<file path="src/rtl/serial_byte_collector.sv">
// serial_byte_collector: gathers WIDTH serial bits into a word and hands it off with valid/ack
//   clock_1MHz  : clock, rising edge
//   rst         : async reset, active low
//   data_in     : serial bit, taken when write_in=1 and status_out=1
//   write_in    : bit strobe
//   ack_in      : consumer takes the held word (HOLD only)
//   status_out  : ready for a bit (COLLECT)
//   data_out    : last completed word, first bit in MSB
//   data_ready  : data_out holds an unacknowledged word
//   overrun_out : sticky, a write hit HOLD without ack
//   bit_count   : bits gathered in the current word
module serial_byte_collector #(
  parameter int WIDTH = 8
) (
  input  logic                         clock_1MHz,
  input  logic                         rst,
  input  logic                         data_in,
  input  logic                         write_in,
  input  logic                         ack_in,
  output logic                         status_out,
  output logic [WIDTH-1:0]             data_out,
  output logic                         data_ready,
  output logic                         overrun_out,
  output logic [$clog2(WIDTH+1)-1:0]   bit_count
);
  localparam int CW = $clog2(WIDTH+1);
  typedef enum logic [1:0] {IDLE, COLLECT, HOLD} state_t;
  state_t state_q, state_d;
  logic [WIDTH-1:0] shift_q, shift_d, data_q, data_d;
  logic [CW-1:0] cnt_q, cnt_d;
  logic over_q, over_d;
  logic accept, last;
  assign accept = state_q == COLLECT && write_in;
  assign last = cnt_q == CW'(WIDTH-1);
  always_comb begin
    state_d = state_q;
    shift_d = shift_q;
    data_d = data_q;
    cnt_d = cnt_q;
    over_d = over_q;
    if (state_q == IDLE) state_d = COLLECT;
    if (accept) begin
      shift_d = {shift_q[WIDTH-2:0], data_in};
      cnt_d = last ? '0 : cnt_q + CW'(1);
      if (last) begin
        data_d = shift_d;
        state_d = HOLD;
      end
    end
    // ack wins over a simultaneous write: the write is dropped and the flag cleared
    if (state_q == HOLD) begin
      if (ack_in) begin
        over_d = 1'b0;
        state_d = COLLECT;
      end else if (write_in) over_d = 1'b1;
    end
  end
  always_ff @(posedge clock_1MHz or negedge rst) begin
    if (!rst) begin
      state_q <= IDLE;
      shift_q <= '0;
      data_q <= '0;
      cnt_q <= '0;
      over_q <= 1'b0;
    end else begin
      state_q <= state_d;
      shift_q <= shift_d;
      data_q <= data_d;
      cnt_q <= cnt_d;
      over_q <= over_d;
    end
  end
  assign status_out = state_q == COLLECT;
  assign data_ready = state_q == HOLD;
  assign overrun_out = over_q;
  assign data_out = data_q;
  assign bit_count = cnt_q;
endmodule

</file>
<file path="config.mk">
export PLATFORM = sky130hd
export DESIGN_NAME = serial_byte_collector
export DESIGN_NICKNAME = d
export VERILOG_FILES = /design/src/rtl/serial_byte_collector.sv
export SDC_FILE = /design/constraint.sdc
export NUM_CORES = 1
export LEC_CHECK = 0
export ABC_AREA = 1
export BUFFER_PORTS_ARGS = -buffer_cell sky130_fd_sc_hd__buf_4
export CAP_MARGIN = 20
export CELL_PAD_IN_SITES_DETAIL_PLACEMENT = 0
export CELL_PAD_IN_SITES_GLOBAL_PLACEMENT = 1
export CORE_MARGIN = 2
export CORE_UTILIZATION = 39
export CTS_CLUSTER_DIAMETER = 120
export DETAILED_ROUTE_END_ITERATION = 10
export HOLD_SLACK_MARGIN = 0.08
export PLACE_DENSITY = 0.78
export SLEW_MARGIN = 25
export SYNTH_ARGS = -nofsm -noshare
export SYNTH_HDL_FRONTEND = slang
export SYNTH_SLANG_ARGS = --single-unit
</file>
<file path="constraint.sdc">
create_clock -name clock_1MHz -period 1.2 [get_ports clock_1MHz]
set_input_delay 0.24 -clock clock_1MHz [delete_from_list [all_inputs] [get_ports clock_1MHz]]
set_output_delay 0.24 -clock clock_1MHz [all_outputs]
set_load 0.05 [all_outputs]
</file>
==> out/results.ini, run 1 <==
[floorplanning]
coreArea_um2=2276
rows=17
io-pin-count=20
start_util=0.4217
die_h_um=53.61
die_area_um2=2874
fp.dieW_um=53.61

[route]
viasPerCell=4.591
route.antenna.remaining_nets=0
wl_um=1956
first_pass_iters=4
drt-initial-drc-count=7
routedWlPerCell_um=11.93
num_vias=753
drc_errors=0

[worst_setup_path]
critPathLaunch=state_q[1]
crit_family=flip-flops
crit_required_ns=0.96
crit_path_frequent_cell=buf_6
crit_chain=inv_2, buf_6, nor2_4, buf_6
critical_path.startpoint_type=flip-flop
critPathMaxFanout=3
path_class=reg2out
crit_arrival_ns=1.12
cp_slowest_cell=dfrtp_1
r2r-end=shift_q[6]
path_buf_inv=3
r2r_start=state_q[1]
max_stage_delay_ns=0.39
rr_worst_depth=7
end_kind=primary output
r2r_slack_ns=-0.07

[global_route]
grt_usage=0.1515
use_met2=0.2263
grt_overflow_total=0
use_met3=0.03611
grt_antenna_before_repair=0
grt_pass1_wl_um=3042
grt.busiest_layer=met2
grt_util_met1=0.2046
grt_pass1_vias=690
grt_max_degree=23

[worst_hold_path]
hold_path_class=in2reg
hold_depth=3
hold_end=shift_q[0]
hp-start=data_in

[layout]
areaGrowthSynthToFinish_pct=39.90
multiInputGateArea_um2=411.6
n_antenna_cell=0
nNetsFinal=143
utilization=0.5899
seq_area_um2=556.8
fill_cells=206
drive_gt1_frac=0.4191
final_cells=164

[sta]
worst_pin_slew_ns=0.2848
worst_slack_ns=-0.1574
period_share=1.131
slew_headroom=0.8101
fin_skew_ns=0.002659
hold_viol_final=0
max_freq_mhz=736.7
rsz0062_at_grt=yes
maxSlewViolCount=0
setup_violations=8
fin_crit_ns=1.357

[pwr]
p_total_mw=3.600
vdd_drop_max_mv=1.674
p_per_area_nw_per_um2=2682
p_leak_nw=0.7045

[yosys]
avgSynthCellArea_um2=9.409
yosys-top-cells-count=49 x nand2_1, 22 x dfrtp_1, 6 x inv_1
synth_top_area_frac=0.5737
yosys.area.top_type=dfrtp_1
synth-seq-area-share=0.5737
synth-edff-count=0
synth-async-reset-ratio=1.000
synth.most_common_cell=nand2_1
syn-num-nets=108
synth.area.top_cells=dfrtp_1 57%, nand2_1 19%, nand3_4 3.7%
yosys_warnings=0
ys.flop_type=dfrtp_1
ys_seq_elements=22
synthCells=102
syn_area_um2=959.7
ys_types=21

[placed_design]
pre_cts_ws_ns=0.04965
numPortBuffers=19
gp_congestion=0.7168
dpl.hpwl_um=1229
dpl.cell_count=150

[clocking]
clockBufferDepth=2
cts_tree=yes
clock_latency_ns=0.31
clk_pin_slew_worst_paths_ns=0.12
cts_sinks=22
h-tree-depth=1
cts_root_buf=clkbuf_4
numCtsBuffers=3

[run_status]
violations=negative setup slack
outcome=complete, but fails checks

[job]
cap_viol_max_count=0

-- layout make-up --
type,instances,share of cell area
well taps,28,0.02610
inverters,8,0.02796
flip-flops and latches,22,0.4147
clock buffers,4,0.02703
repair buffers,31,0.1976
multi-input cells,71,0.3066
-- worst max path at each step --
stage / to / slack (ns) / depth (start not counted)
after floorplan: data_out[0] / -0.04 / 6
after global placement: state_q[0] / 0.1 / 4
after detailed placement: data_out[6] / 0.05 / 5
after CTS: data_ready / -0.19 / 4
after global routing: data_ready / -0.22 / 4
final: data_ready / -0.16 / 4
-- per-stage QoR --
stage	instance area, um2	TNS, ns	hold WS, ns
floorplan	984.7	-0.3209	-0.05559
global placement	1166	0	0.1406
detailed placement	1166	0	0.1470
CTS	1274	-0.3603	0.1214
global route	1343	-1.221	0.1451
finish	1343	-0.4009	0.1238
-- metal layers --
layer / up-vias / routed length (um) / part of all wire
met1: 347 / 946 / 0.48
met5: - / 0 / 0
met3: 4 / 80 / 0.041
met4: 0 / 40 / 0.020
met2: 17 / 889 / 0.45
li1: 385 / - / -
-- power breakdown --
part / internal [mW] / switching [mW] / leakage (nW) / total, mW
registers: 1.03 / 0.221 / 0.275 / 1.25
logic: 0.717 / 1.22 / 0.408 / 1.94
clock network: 0.185 / 0.229 / 0.0210 / 0.414
-- flip-flops by register name, indices dropped and copies added (netlist names) --
signal	count
shift_q	7
state_q	2
overrun_out	1
bit_count	4
data_out	8
-- cell usage in the layout, fill, tap and decap left out, drive strengths merged --
master and instances:
nand2 51, inv 8, nor2 6, buf 30, dfrtp 22, o21ai 6, clkbuf 4, a21oi 2
nand3 4, xnor2 1, ha 1, dlygate4sd3 1
-- kinds of logic (layout without fill, tap and decap cells) --
kind of cell	after synthesis	in the layout	share of synthesized area
buffers and inverters	10	43	0.05346
flip-flops	22	22	0.5737
AND/OR/NAND/NOR	60	61	0.3012
XOR/XNOR	1	1	0.009128
adder cells (fa/ha/maj)	1	1	0.01304
AO/OA/AOI/OAI	8	8	0.04954
-- tightest hold or removal path, stage by stage --
cell and delay, ns:
buf_4 0.09, nand2_1 0.04, nand2_1 0.04
-- timing repair --
item | 4_1_cts | 5_1_grt
endpoints found under the setup margin | 5 | 24
cloned | 0 | 1
buffers inserted | 4 | 4
gates resized for setup | 8 | 12
pin swaps | 2 | 2
hold buffers | 1 | 0
endpoints found under the hold margin | 22 | 0
Note: power is estimated with default switching activity, not from simulation.
==> inputs of run 2 (changes only) <==
--- a/config.mk
+++ b/config.mk
@@ -5,13 +5,12 @@
 export SDC_FILE = /design/constraint.sdc
 export NUM_CORES = 1
 export LEC_CHECK = 0
-export ABC_AREA = 1
 export BUFFER_PORTS_ARGS = -buffer_cell sky130_fd_sc_hd__buf_4
 export CAP_MARGIN = 20
 export CELL_PAD_IN_SITES_DETAIL_PLACEMENT = 0
 export CELL_PAD_IN_SITES_GLOBAL_PLACEMENT = 1
 export CORE_MARGIN = 2
-export CORE_UTILIZATION = 39
+export CORE_UTILIZATION = 40
 export CTS_CLUSTER_DIAMETER = 120
 export DETAILED_ROUTE_END_ITERATION = 10
 export HOLD_SLACK_MARGIN = 0.08
==> out/results.ini, run 2 <==
[placed_design]
pre_cts_ws_ns=-0.2237  ; -0.2734 ns
dpl.hpwl_um=1221  ; -0.61%
gp_congestion=0.7113  ; -0.77%
place_area_um2=1191  ; +2.1%
numPortBuffers=19  ; unchanged

[pwr]
p_per_area_nw_per_um2=2866  ; +6.9%
p_total_mw=4.132  ; +15%
p_leak_nw=0.7209  ; +2.3%
vdd_drop_max_mv=1.717  ; +2.5%

[floorplanning]
die_area_um2=2617  ; -8.9%
coreArea_um2=2148  ; -5.6%
die_h_um=51.16  ; -4.6%
io-pin-count=20  ; unchanged
fp.dieW_um=51.16  ; -4.6%
start_util=0.4141  ; -0.007566
rows=17  ; unchanged

[sta]
period_share=1.217  ; +0.08629
max_freq_mhz=684.5  ; -7.1%
rsz0062_at_grt=yes
timing.hold.ws_ns=0.1195  ; -0.004313 ns
worst_slack_ns=-0.2610  ; -0.1036 ns
worst_pin_slew_ns=0.2740  ; -0.01079 ns
hold_viol_final=0  ; unchanged
maxSlewViolCount=0  ; unchanged
fin_skew_ns=0.008403  ; +0.005743 ns
slew_headroom=0.8173  ; +0.007192
setup_violations=26  ; +18
fin_crit_ns=1.461  ; +0.1036 ns

[worst_hold_path]
hold_path_class=in2reg
hold_depth=3  ; unchanged
hold_end=shift_q[0]
hp-start=data_in

[clocking]
clk_pin_slew_worst_paths_ns=0.13  ; about the same
cts_tree=yes
numCtsBuffers=3  ; unchanged
cts_root_buf=clkbuf_4
h-tree-depth=1  ; unchanged
clockBufferDepth=2  ; unchanged
cts_sinks=22  ; unchanged
clock_latency_ns=0.31  ; about the same

[route]
num_vias=708  ; -6.0%
drt-initial-drc-count=4  ; -3
viasPerCell=4.752  ; +3.5%
first_pass_iters=4  ; unchanged
wl_um=1910  ; -2.4%
drc_errors=0  ; unchanged
route.antenna.remaining_nets=0  ; unchanged
routedWlPerCell_um=12.82  ; +7.5%

[yosys]
synth-seq-area-share=0.6188  ; +0.04518
synthCells=78  ; -24%
ys_types=17  ; -19%
synth.area.top_cells=dfrtp_1 62%, nand2_1 12%, mux2_2 10%
ys.flop_type=dfrtp_1
yosys-top-cells-count=28 x nand2_1, 22 x dfrtp_1, 8 x mux2_2
syn_area_um2=889.6  ; -7.3%
ys_seq_elements=22  ; unchanged
synth_top_area_frac=0.6188  ; +0.04518
avgSynthCellArea_um2=11.41  ; +21%
yosys.area.top_type=dfrtp_1
synth.most_common_cell=nand2_1
synth-edff-count=0  ; unchanged
yosys_warnings=0  ; unchanged
synth-async-reset-ratio=1.000  ; unchanged
syn-num-nets=84  ; -22%

[worst_setup_path]
crit_required_ns=0.96  ; about the same
r2r_start=bit_count[1]
path_class=reg2out
end_kind=primary output
critPathMaxFanout=3  ; unchanged
crit_arrival_ns=1.22  ; +0.10 ns
r2r-end=data_out[6]
path_buf_inv=2  ; -1
r2r_slack_ns=-0.22  ; -0.15 ns
rr_worst_depth=5  ; -2
crit_chain=buf_6, and2b_2, buf_8
critical_path.startpoint_type=flip-flop
max_stage_delay_ns=0.42  ; +0.03 ns
crit_family=flip-flops
critPathLaunch=state_q[0]
cp_slowest_cell=dfrtp_1

[global_route]
grt_pass1_wl_um=3387  ; +11%
grt_pass1_vias=727  ; +5.4%
grt_usage=0.1762  ; +0.02473
grt_antenna_before_repair=0  ; unchanged
grt_max_degree=23  ; unchanged
grt_overflow_total=0  ; unchanged

[layout]
nNetsFinal=128  ; -10%
n_antenna_cell=0  ; unchanged
layout_common_cells=24 x nand2_1, 23 x buf_4, 18 x dfrtp_1
final_area_um2=1441  ; +7.4%
drive_gt1_frac=0.5620  ; +0.1429
areaGrowthSynthToFinish_pct=62.03
largest_register_ffs=8  ; unchanged
utilization=0.6709  ; +0.08105
layout_commonest_cell=nand2_1

[job]
cap_viol_max_count=0  ; unchanged

[run_status]
outcome=complete, but fails checks
violations=negative setup slack

[run 2: where the power goes]
group	leakage (nW)	total, mW	internal [mW]	switching (mW)
registers	0.277	1.27	1.05	0.221
logic	0.416	2.30	1.04	1.25
clock network	0.0279	0.565	0.338	0.227
total	0.721	4.13	2.43	1.70
[run 2: routing by layer]
metal  track usage  wire [um]  vias up
met2        0.2857        987       14
met4       0.09910         57        0
li1              -          -      342
met5             0          0        -
met3       0.02632         56        6
met1        0.2246        810      346
[run 2: layout make-up]
cell class	instances	area [um2]
fill	172	706.9
sequential	22	555.5
timing repair buffer	41	400.4
multi-input combinational	53	394.1
tap	28	35.03
clock inverter	1	30.03
clock buffer	3	22.52
inverter	1	3.754
[run 2: through the flow]
stage | setup TNS, ns | instances
finish | -3.152 | 149
CTS | -2.778 | 148
global placement | -1.573 | 138
floorplan | -2.961 | 78
detailed placement | -1.882 | 138
global route | -4.472 | 149
[run 2: worst max path at each step]
stage | endpoint | depth (start not counted)
2_1_floorplan | data_out[0] | 4
3_3_place_gp | data_out[3] | 4
3_5_place_dp | data_out[6] | 4
4_1_cts | data_ready | 3
5_1_grt | data_ready | 3
6_report | data_ready | 3
[run 2: repair_timing]
item / 4_1_cts / 5_1_grt
buffers inserted: 6 / 4
gates resized for setup: 30 / 10
pin swaps: 2 / 5
endpoints found under the setup margin: 17 / 27
hold endpoints to repair: 22 / 1
hold buffers: 1 / 1
[run 2: tightest hold or removal path, delay by kind of cell]
kind          cells  cell delay [ns]
simple gates      2             0.09
buf+inv           1             0.08
[run 2: cell families (layout without fill, tap and decap cells)]
family	count (synthesis)	in the layout	share of synthesized area
adders and majority gates	1	1	0.01406
DFF	22	22	0.6188
AOI/OAI and AO/OA	7	7	0.03938
xor gates and xnor gates	1	1	0.009847
and+or+nand+nor	36	36	0.2011
buffers and inverters	3	46	0.01547
muxes	8	8	0.1013
==> inputs of run 3 (changes only) <==
--- a/config.mk
+++ b/config.mk
@@ -5,6 +5,7 @@
 export SDC_FILE = /design/constraint.sdc
 export NUM_CORES = 1
 export LEC_CHECK = 0
+export ABC_CLOCK_PERIOD_IN_PS = 1200
 export BUFFER_PORTS_ARGS = -buffer_cell sky130_fd_sc_hd__buf_4
 export CAP_MARGIN = 20
 export CELL_PAD_IN_SITES_DETAIL_PLACEMENT = 0
@@ -14,7 +15,8 @@
 export CTS_CLUSTER_DIAMETER = 120
 export DETAILED_ROUTE_END_ITERATION = 10
 export HOLD_SLACK_MARGIN = 0.08
-export PLACE_DENSITY = 0.78
+export PLACE_DENSITY = 0.86
+export SETUP_SLACK_MARGIN = 0.2
 export SLEW_MARGIN = 25
 export SYNTH_ARGS = -nofsm -noshare
 export SYNTH_HDL_FRONTEND = slang
==> out/results.ini, run 3 (synthesis gave the netlist of run 2 again) <==
[sta]
rsz0062_at_grt=yes
hold_viol_final=0  ; unchanged
fin_skew_ns=0.001257  ; -0.007146 ns
max_freq_mhz=674.4  ; -1.5%
period_share=1.236  ; +0.01822
worst_slack_ns=-0.2828  ; -0.02187 ns
maxSlewViolCount=0  ; unchanged
fin_crit_ns=1.483  ; +0.02187 ns
worst_pin_slew_ns=0.2725  ; -0.001465 ns
finalSetupTns_ns=-4.600  ; -1.448 ns
setup_violations=27  ; +3.8%
slew_headroom=0.8164  ; -0.0009430

[clocking]
cts_root_buf=clkbuf_4
clockBufferDepth=2  ; unchanged
cts_tree=yes
h-tree-depth=1  ; unchanged
clk_pin_slew_worst_paths_ns=0.12  ; about the same
clock_latency_ns=0.30  ; about the same
numCtsBuffers=3  ; unchanged
cts_sinks=22  ; unchanged

[global_route]
grt_usage=0.1525  ; -0.02372
grt_overflow_total=0  ; unchanged
grt_max_degree=23  ; unchanged
grt_antenna_before_repair=0  ; unchanged
grt_pass1_wl_um=2980  ; -12%
grt_pass1_vias=712  ; -2.1%

[pwr]
switching_share=0.4068  ; -0.004833
combPwrFrac=0.585  ; +0.029
p_per_area_nw_per_um2=2813  ; -1.9%
vdd_drop_max_mv=1.773  ; +3.3%
p_leak_nw=0.7915  ; +9.8%
clockPowerShare=0.125  ; -0.012
internal_power_mw=2.647  ; +8.9%
power.switching_mw=1.815  ; +6.7%
seqPwrFrac=0.290  ; -0.017
p_total_mw=4.462  ; +8.0%

[floorplanning]
io-pin-count=20  ; unchanged
coreArea_um2=2148  ; unchanged
start_util=0.4141  ; unchanged
die_h_um=51.16  ; unchanged
rows=17  ; unchanged
fp.dieW_um=51.16  ; unchanged
die_area_um2=2617  ; unchanged

[worst_setup_path]
max_stage_delay_ns=0.41  ; about the same
crit_required_ns=1.40  ; +0.44 ns
end_kind=flip-flop
crit_chain=ha_4, nand3b_1, buf_6, nor2_4, mux2_2
cp_slowest_cell=dfrtp_2
crit_family=flip-flops
path_buf_inv=1  ; -1
critical_path.startpoint_type=flip-flop
critPathMaxFanout=4  ; +1
crit_arrival_ns=1.68  ; +0.46 ns
path_class=reg2reg

[layout]
largest_register_ffs=8  ; unchanged
areaGrowthSynthToFinish_pct=78.34
utilization=0.7385  ; +0.06756
drive_gt1_frac=0.6462  ; +0.08417
final_area_um2=1587  ; +10%
layout_common_cells=25 x buf_6, 18 x nand2_1, 18 x dfrtp_1
final_cells=158  ; +6.0%
n_antenna_cell=0  ; unchanged
fill_cells=150  ; -13%
layout_commonest_cell=buf_6
nNetsFinal=137  ; +7.0%

[run_status]
outcome=complete, but fails checks
violations=negative setup slack

[placed_design]
gp_congestion=0.6960  ; -2.2%
place_area_um2=1186  ; -0.42%
dpl.cell_count=136  ; -1.4%
numPortBuffers=19  ; unchanged
dpl.hpwl_um=1206  ; -1.2%

[route]
num_vias=755  ; +6.6%
route.antenna.remaining_nets=0  ; unchanged
drc_errors=0  ; unchanged
routedWlPerCell_um=13.72  ; +7.0%
wl_um=2167  ; +13%
drt-initial-drc-count=8  ; +4
first_pass_iters=4  ; unchanged
viasPerCell=4.778  ; +0.56%

[worst_hold_path]
hold_path_class=in2reg

[job]
cap_viol_max_count=0  ; unchanged

==> run 3: cell count changes in the layout (fill, tap and decap cells not counted), moves of 3 or more <==
cell     before  now
nand2_1      24   18
mux2_2        0    3
buf_4        23   16
nand2_2       4   10
buf_6        10   25
mux2_4        8    5
==> run 3: area by class of cell <==
| type | instances | area (um2) | share of cell area |
|---|---|---|---|
| repair buffers | 49 | 516.7 | 0.3257 |
| well taps | 28 | 35.03 | 0.02208 |
| multi-input cells | 54 | 422.9 | 0.2666 |
| clock inverters | 1 | 30.03 | 0.01893 |
| flip-flops and latches | 22 | 555.5 | 0.3502 |
| inverters | 1 | 3.754 | 0.002366 |
| clock buffers | 3 | 22.52 | 0.01420 |
==> run 3: final timing paths <==
| kind | from | to | slack, ns | cells past startpoint |
|---|---|---|---|---|
| max in group asynchronous | rst | bit_count[2] | 0.61 | 2 |
| min in group asynchronous | rst | data_out[6] | 0.35 | 2 |
| worst min-delay path | data_in | shift_q[0] | 0.14 | 3 |
| worst min register to register | shift_q[3] | shift_q[4] | 0.52 | 2 |
| worst max-delay path | bit_count[1] | data_out[2] | -0.28 | 5 |
| worst max register to register | bit_count[1] | data_out[2] | -0.28 | 5 |
==> run 3: worst reg2reg max path, cell delays in order, from the launching register on <==
cell and delay [ns]:
dfrtp_2 0.41, ha_4 0.14, nand3b_1 0.17, buf_6 0.18, nor2_4 0.13, mux2_2 0.35
==> run 3: layer usage <==
layer  routed length [um]  track usage  up-vias
met3                   53      0.02924        2
met1                  926       0.1908      380
li1                     -            -      360
met4                   14      0.05405        0
met5                    0            0        -
met2                 1172       0.2619       13
==> run 3: repair_timing <==
| item | in CTS | in global routing |
|---|---|---|
| cloned | 0 | 1 |
| pin swaps | 10 | 12 |
| setup buffers | 7 | 8 |
| endpoints found under the hold margin | 22 | 1 |
| endpoints found under the setup margin | 36 | 37 |
| hold buffers | 1 | 1 |
| gates resized for setup | 38 | 19 |
==> run 3: power groups by stage <==
stage | logic (mW) | clock network [mW] | registers [mW]
after detailed placement | 1.88 | 0 | 1.26
final | 2.61 | 0.559 | 1.29
after CTS | 2.34 | 0.570 | 1.28
after global routing | 2.74 | 0.607 | 1.33
after global placement | 1.85 | 0 | 1.25
after floorplan | 0.559 | 0 | 1.90
==> run 3: stage by stage <==
stage | hold WS (ns) | setup slack [ns]
2_1_floorplan | -0.05559 | -0.3484
3_3_place_gp | 0.1409 | -0.1744
3_5_place_dp | 0.1419 | -0.2156
4_1_cts | 0.08960 | -0.2331
5_1_grt | 0.1222 | -0.3298
6_report | 0.1369 | -0.2828
